==> src/rtl/time_entry_pkg.sv <==
// time_entry_pkg: shared types, cursor codes and digit-increment helper for the MM:SS preset entry block.
package time_entry_pkg;
  typedef enum logic [1:0] {IDLE, EDIT, COMMIT} state_t;
  localparam logic [1:0] CUR_MT = 2'd0;
  localparam logic [1:0] CUR_MU = 2'd1;
  localparam logic [1:0] CUR_ST = 2'd2;
  localparam logic [1:0] CUR_SU = 2'd3;
  localparam logic [2:0] TENS_MAX = 3'd5;
  localparam logic [3:0] UNITS_MAX = 4'd9;
  typedef struct packed {
    logic [2:0] mt;
    logic [3:0] mu;
    logic [2:0] st;
    logic [3:0] su;
  } digits_t;
  // Increment only the selected digit, wrapping independently (no carry).
  function automatic digits_t bump(digits_t d, logic [1:0] c);
    digits_t r;
    r = d;
    case (c)
      CUR_MT:  r.mt = (d.mt == TENS_MAX) ? 3'd0 : d.mt + 3'd1;
      CUR_MU:  r.mu = (d.mu == UNITS_MAX) ? 4'd0 : d.mu + 4'd1;
      CUR_ST:  r.st = (d.st == TENS_MAX) ? 3'd0 : d.st + 3'd1;
      default: r.su = (d.su == UNITS_MAX) ? 4'd0 : d.su + 4'd1;
    endcase
    return r;
  endfunction
endpackage

==> src/rtl/hold_repeat.sv <==
// hold_repeat: rise detector plus hold/auto-repeat step generator for one button level.
//   clock, clear_n : clock, async active-low reset
//   level          : debounced button level
//   flush          : clears the hold counter (restarts the hold phase)
//   step           : one-cycle pulse on the rise edge, after HOLD_CYCLES, then every REPEAT_CYCLES
module hold_repeat #(
  parameter int HOLD_CYCLES = 3,
  parameter int REPEAT_CYCLES = 7
) (
  input  logic clock,
  input  logic clear_n,
  input  logic level,
  input  logic flush,
  output logic step
);
  localparam int MAX = (HOLD_CYCLES > REPEAT_CYCLES) ? HOLD_CYCLES : REPEAT_CYCLES;
  localparam int W = $clog2(MAX + 1);
  localparam logic [W-1:0] HC = W'(HOLD_CYCLES);
  localparam logic [W-1:0] RC = W'(REPEAT_CYCLES);
  logic prev, first, hit;
  logic [W-1:0] cnt;
  // cnt counts edges since the last step; first selects the hold vs repeat interval.
  assign hit = level & prev & (cnt == (first ? HC : RC));
  assign step = level & (~prev | hit);
  always_ff @(posedge clock or negedge clear_n) begin
    if (!clear_n) begin
      prev <= 1'b0;
      first <= 1'b1;
      cnt <= '0;
    end else begin
      prev <= level;
      if (flush || !level) begin
        cnt <= '0;
        first <= 1'b1;
      end else if (!prev) begin
        cnt <= W'(1);
        first <= 1'b1;
      end else if (hit) begin
        cnt <= W'(1);
        first <= 1'b0;
      end else begin
        cnt <= cnt + W'(1);
      end
    end
  end
endmodule

==> src/rtl/time_entry_ctrl.sv <==
// time_entry_ctrl: MM:SS preset entry FSM (enter/inc/next/cancel) with shadow restore and commit pulse.
//   clock, clear_n        : clock, async active-low reset
//   enter, inc, next, cancel : debounced button levels
//   min_tens..sec_units   : current BCD digits
//   cursor                : digit under edit (0=min_tens .. 3=sec_units)
//   editing, value_valid, done : session active, committed value nonzero, commit pulse
module time_entry_ctrl
  import time_entry_pkg::*;
#(
  parameter int HOLD_CYCLES = 3,
  parameter int REPEAT_CYCLES = 7
) (
  input  logic       clock,
  input  logic       clear_n,
  input  logic       enter,
  input  logic       inc,
  input  logic       next,
  input  logic       cancel,
  output logic [2:0] min_tens,
  output logic [3:0] min_units,
  output logic [2:0] sec_tens,
  output logic [3:0] sec_units,
  output logic [1:0] cursor,
  output logic       editing,
  output logic       value_valid,
  output logic       done
);
  state_t state, state_n;
  digits_t dig, dig_n, shadow, shadow_n;
  logic [1:0] cursor_n;
  logic enter_q, next_q, enter_rise, next_rise, step, flush;
  assign enter_rise = enter & ~enter_q;
  assign next_rise = next & ~next_q;
  assign {min_tens, min_units, sec_tens, sec_units} = dig;
  hold_repeat #(.HOLD_CYCLES(HOLD_CYCLES), .REPEAT_CYCLES(REPEAT_CYCLES)) u_hold (
    .clock(clock),
    .clear_n(clear_n),
    .level(inc),
    .flush(flush),
    .step(step)
  );
  always_comb begin
    state_n = state;
    cursor_n = cursor;
    dig_n = dig;
    shadow_n = shadow;
    flush = 1'b0;
    case (state)
      IDLE: if (enter_rise) begin
        state_n = EDIT;
        cursor_n = CUR_MT;
        shadow_n = dig;
      end
      EDIT: if (cancel) begin
        flush = 1'b1;
        dig_n = shadow;
        cursor_n = CUR_MT;
        state_n = IDLE;
      end else if (next_rise) begin
        // A next rise swallows any coincident inc step and restarts the hold timing.
        flush = 1'b1;
        state_n = (cursor == CUR_SU) ? COMMIT : EDIT;
        cursor_n = (cursor == CUR_SU) ? cursor : cursor + 2'd1;
      end else if (step) begin
        dig_n = bump(dig, cursor);
      end
      default: begin
        state_n = IDLE;
        cursor_n = CUR_MT;
      end
    endcase
  end
  always_ff @(posedge clock or negedge clear_n) begin
    if (!clear_n) begin
      state <= IDLE;
      dig <= '0;
      shadow <= '0;
      cursor <= CUR_MT;
      editing <= 1'b0;
      done <= 1'b0;
      value_valid <= 1'b0;
      enter_q <= 1'b0;
      next_q <= 1'b0;
    end else begin
      state <= state_n;
      dig <= dig_n;
      shadow <= shadow_n;
      cursor <= cursor_n;
      editing <= (state_n == EDIT);
      done <= (state_n == COMMIT);
      // Latched on entry to COMMIT so it is already valid while done is high.
      if (state_n == COMMIT) value_valid <= |dig_n;
      enter_q <= enter;
      next_q <= next;
    end
  end
endmodule

==> config.mk <==
export PLATFORM = sky130hd
export DESIGN_NAME = time_entry_ctrl
export DESIGN_NICKNAME = d
export VERILOG_FILES = /design/src/rtl/time_entry_pkg.sv /design/src/rtl/hold_repeat.sv /design/src/rtl/time_entry_ctrl.sv
export SDC_FILE = /design/constraint.sdc
export NUM_CORES = 1
export LEC_CHECK = 0
export BUFFER_PORTS_ARGS = -buffer_cell sky130_fd_sc_hd__buf_2
export CORE_UTILIZATION = 35
export DETAILED_ROUTE_END_ITERATION = 8
export SLEW_MARGIN = 5
export SYNTH_ARGS = -nofsm -noshare
export SYNTH_HDL_FRONTEND = slang
export SYNTH_SLANG_ARGS = --single-unit
==> constraint.sdc <==
create_clock -name clock -period 3.1 [get_ports clock]
set_clock_uncertainty 0.15 [all_clocks]
set_input_delay 0.62 -clock clock [delete_from_list [all_inputs] [get_ports clock]]
set_output_delay 0.62 -clock clock [all_outputs]
set_load 0.01 [all_outputs]
==> metrics <==
final antenna-violating net count 0; vertical die dimension between 80 and 90 µm; vias in the first global route around 1700; Worst Hold Class input pin to register; proportion of synthesized flip-flops having asynchronous set or reset between 90% and 100%; sequential element share of the synthesized area between 40 and 50%; pin slew with the least headroom to its limit 0.9423 ns; number of antenna violations at the first check in global routing 0; unique cell type count in the Yosys netlist 50; fin worst setup slack around 0.24 ns; detailed router's first-iteration violation count about 120; final cell count without fillers between 300 and 400; CTS clock-pin slew for the worst setup and hold paths 0.07 ns; cell area after synthesis about 2200 µm²; buffers added on ports 24; hold buffers post-CTS 0; Max Clock Freq approximately 350 MHz; headroom to the max-slew limit 37.18%; CTS tree built; via density per instance 5.535; Final setup violation count 0; number of buffers added by the clock tree synthesis step 5; number of storage elements in the synthesis netlist 42; standard-cell rows 28; full die area roughly 6500 µm²; wire length of the first global-routing pass between 8 and 9 mm; number of buffer and inverter instances along the worst setup path 1; Synthesized Nets between 200 and 250; Primary FF master, synth sky130_fd_sc_hd__dfrtp_1; part of the power in combinational logic between 20% and 30%; CP startpoint cursor[1]; setup slack of the most critical reg-to-reg path around 0.24 ns; worst flop-to-flop path endpoint value_valid; Static Leak roughly 1.1 nW; WS Path Type register to register; number of DRC violations after detailed routing 0; final weighted congestion in routability-driven placement 0.8239; setup TNS 0 ns; final hold vios 0; synthesized area per cell just over 10 µm²; final-layout worst hold slack between 0.2 and 0.3 ns; die width 80.64 µm; net switching share of the total power approximately 34%; placeable core area between 5000 and 6000 µm²; number of fillers in the final layout between 600 and 700; Routed WL per cell 16.75 µm; final worst-path cycle share between 90% and 100%; power density normalized to cell area 628.8 nW/µm²; overall routing resource usage between 10% and 20%; slowest CP cell sky130_fd_sc_hd__or4_1; destination of the critical timing path value_valid; TritonRoute pass-1 iters 4; count of synthesis-stage warnings from yosys 0; maximum fanout along the worst path 5; CP Cell Sequence inv_1, ha_1, and2_1, and3_1, nand2_1, o41ai_2, o211ai_1, or4_1, o32a_1; Slowest Stage Delay on Critical Path between 0.5 and 0.6 ns; Top-Level Pins 25; placed instance area approximately 2400 µm²; Crit path max-delay family simple AND/OR/NAND/NOR gates; number of setup buffers added after CTS 0; overflow left after global routing 0; initial standard-cell utilization of the core ~36%; startpoint type of the worst setup path register; number of gates given a new drive strength after cts 0; EDFF count, synth 0; data arrival time of the critical path 2.89 ns; proportion of power drawn by the clock network approximately a fifth; worst supply voltage drop on vdd around 240 µV; Max Cap Viol 0; required time of the critical path ~3.1 ns; outcome completed; count of cells along the worst register-to-register path 9; net switching power approximately 0.00053 W; vias about 1800; share of layout cells above drive strength 1 23.05%; DPL Wire Length just under 4 mm; Worst path depth 9; Final Net Count about 260; startpoint of the worst-slack reg-to-reg timing path cursor[1]; placed insts 311; Post-Place Worst Slack between 0.15 and 0.2 ns; Worst-Skew Late Latency about 0.29 ns; CTS sink cnt 42; final number of max-transition violations 0; setup repair after global routing missed its margin no; Total Wirelength roughly 5.3 mm; layout-stage area growth over the synthesis result 14.74%; fin crit period about 2.9 ns; number of antenna repair diodes 0; final standard cell area without fillers ~2500 µm²; Syn Inst Count about 210; internal power around 0.0010 W; H-tree levels 2; pin count of the biggest net entering global routing 43; sort of element at the end of the critical path register; deepest clock path buffer count 2; portion of total power attributed to sequential cells 51.3%; clock root buffer sky130_fd_sc_hd__clkbuf_8
worst min path at each step:
| stage | from | to | slack [ns] | cells past startpoint |
|---|---|---|---|---|
| 2_1_floorplan | clear_n | cursor[0] | 0.17 | 0 |
| 3_3_place_gp | u_hold.cnt[0] | u_hold.cnt[0] | 0.29 | 1 |
| 5_1_grt | enter | enter_q | 0.28 | 1 |
| 6_report | enter | enter_q | 0.30 | 1 |
| 3_5_place_dp | u_hold.cnt[0] | u_hold.cnt[0] | 0.29 | 1 |
| 4_1_cts | enter | enter_q | 0.29 | 1 |
state kept, by name (all words and copies together) (netlist names), 2 cells and up:
name and count:
shadow 14, min_tens 3, state 2, sec_units 4
u_hold.cnt 3, cursor 2, min_units 4, sec_tens 3
final cells by class:
type	count	area, µm²	share of cell area, %
multi-input cells	151	1036	41.71
clock buffers	7	76.32	3.073
well taps	75	93.84	3.778
repair buffers	33	187.7	7.557
inverters	10	37.54	1.511
flip-flops and latches	42	1052	42.37
cell families after synthesis:
kind of cell    count (synthesis)  synth area share [%]
simple gates                   74                 17.80
compound gates                 54                 17.80
flops                          42                 48.61
buf+inv                        19                 3.757
mux                            15                 7.746
fa+ha+maj                       6                 3.468
xor+xnor                        2                0.8094
power by group through the flow:
stage | sequential, W | combinational, W | clock, W
5_1_grt | 0.000822 | 0.000476 | 0.000369
4_1_cts | 0.000799 | 0.000435 | 0.000340
3_3_place_gp | 0.000808 | 0.000426 | 0
2_1_floorplan | 0.000803 | 0.000262 | 0
3_5_place_dp | 0.000808 | 0.000433 | 0
6_report | 0.000800 | 0.000431 | 0.000330
synthesized netlist by cell type (3+ instances only):
cell / count / area, µm²
sky130_fd_sc_hd__nand4_1: 3 / 18.77
sky130_fd_sc_hd__dfrtp_1: 41 / 1026
sky130_fd_sc_hd__a211o_1: 3 / 26.28
sky130_fd_sc_hd__nor2_1: 14 / 52.55
sky130_fd_sc_hd__clkbuf_1: 6 / 22.52
sky130_fd_sc_hd__o211ai_1: 4 / 30.03
sky130_fd_sc_hd__ha_1: 6 / 75.07
sky130_fd_sc_hd__nor2b_1: 3 / 18.77
sky130_fd_sc_hd__a21o_1: 3 / 22.52
sky130_fd_sc_hd__a21oi_1: 3 / 15.01
sky130_fd_sc_hd__nor3_1: 6 / 30.03
sky130_fd_sc_hd__o21ai_1: 5 / 25.02
sky130_fd_sc_hd__nand3_1: 8 / 40.04
sky130_fd_sc_hd__a311oi_1: 4 / 35.03
sky130_fd_sc_hd__mux2_2: 12 / 135.1
sky130_fd_sc_hd__inv_1: 8 / 30.03
sky130_fd_sc_hd__and2_1: 4 / 25.02
sky130_fd_sc_hd__nand2b_1: 5 / 31.28
sky130_fd_sc_hd__a22oi_1: 4 / 30.03
sky130_fd_sc_hd__nand2_1: 16 / 60.06
sky130_fd_sc_hd__or3_1: 6 / 37.54
sky130_fd_sc_hd__o22ai_1: 3 / 18.77
sky130_fd_sc_hd__o21ai_0: 11 / 55.05
through the flow:
stage / util, % / power (W)
final: 41.70 / 0.001562
after global placement: 40.42 / 0.001233
after CTS: 41.70 / 0.001574
after detailed placement: 40.42 / 0.001241
after global routing: 41.70 / 0.001667
after floorplan: - / 0.001064
routing by layer:
metal / vias up / part of all wire, % / global-route usage (%)
met5: - / 0 / 0
met4: 0 / 2.0 / 7.500
met3: 10 / 4.3 / 4.091
met2: 39 / 46 / 27.63
met1: 872 / 48 / 24.91
li1: 839 / - / -
layout by cell type, fill, tap and decap left out, types with 2 or more instances in the layout:
cell type                  Yosys  routed
sky130_fd_sc_hd__dfrtp_1      41      41
sky130_fd_sc_hd__buf_2         2      24
sky130_fd_sc_hd__nand2_1      16      16
sky130_fd_sc_hd__nor2_1       14      14
sky130_fd_sc_hd__mux2_2       12      12
sky130_fd_sc_hd__o21ai_0      11      11
sky130_fd_sc_hd__buf_4         0       9
sky130_fd_sc_hd__inv_1         8       8
sky130_fd_sc_hd__nand3_1       8       8
sky130_fd_sc_hd__or3_1         6       6
sky130_fd_sc_hd__ha_1          6       6
sky130_fd_sc_hd__nand2b_1      5       5
sky130_fd_sc_hd__nor3_1        6       5
sky130_fd_sc_hd__o21ai_1       5       5
sky130_fd_sc_hd__clkbuf_8      0       5
sky130_fd_sc_hd__and2_1        4       4
sky130_fd_sc_hd__a22oi_1       4       4
sky130_fd_sc_hd__a311oi_1      4       4
sky130_fd_sc_hd__o211ai_1      4       4
sky130_fd_sc_hd__nor2b_1       3       3
sky130_fd_sc_hd__nand4_1       3       3
sky130_fd_sc_hd__a211o_1       3       3
sky130_fd_sc_hd__o22ai_1       3       3
sky130_fd_sc_hd__a21oi_1       3       3
sky130_fd_sc_hd__a21o_1        3       3
sky130_fd_sc_hd__xnor2_1       2       2
sky130_fd_sc_hd__o21a_1        2       2
sky130_fd_sc_hd__o31a_1        2       2
sky130_fd_sc_hd__a31oi_1       2       2
sky130_fd_sc_hd__or4_1         2       2
sky130_fd_sc_hd__mux2_1        2       2
sky130_fd_sc_hd__clkbuf_1      6       2
No activity file was read; power rests on OpenSTA's default activity.
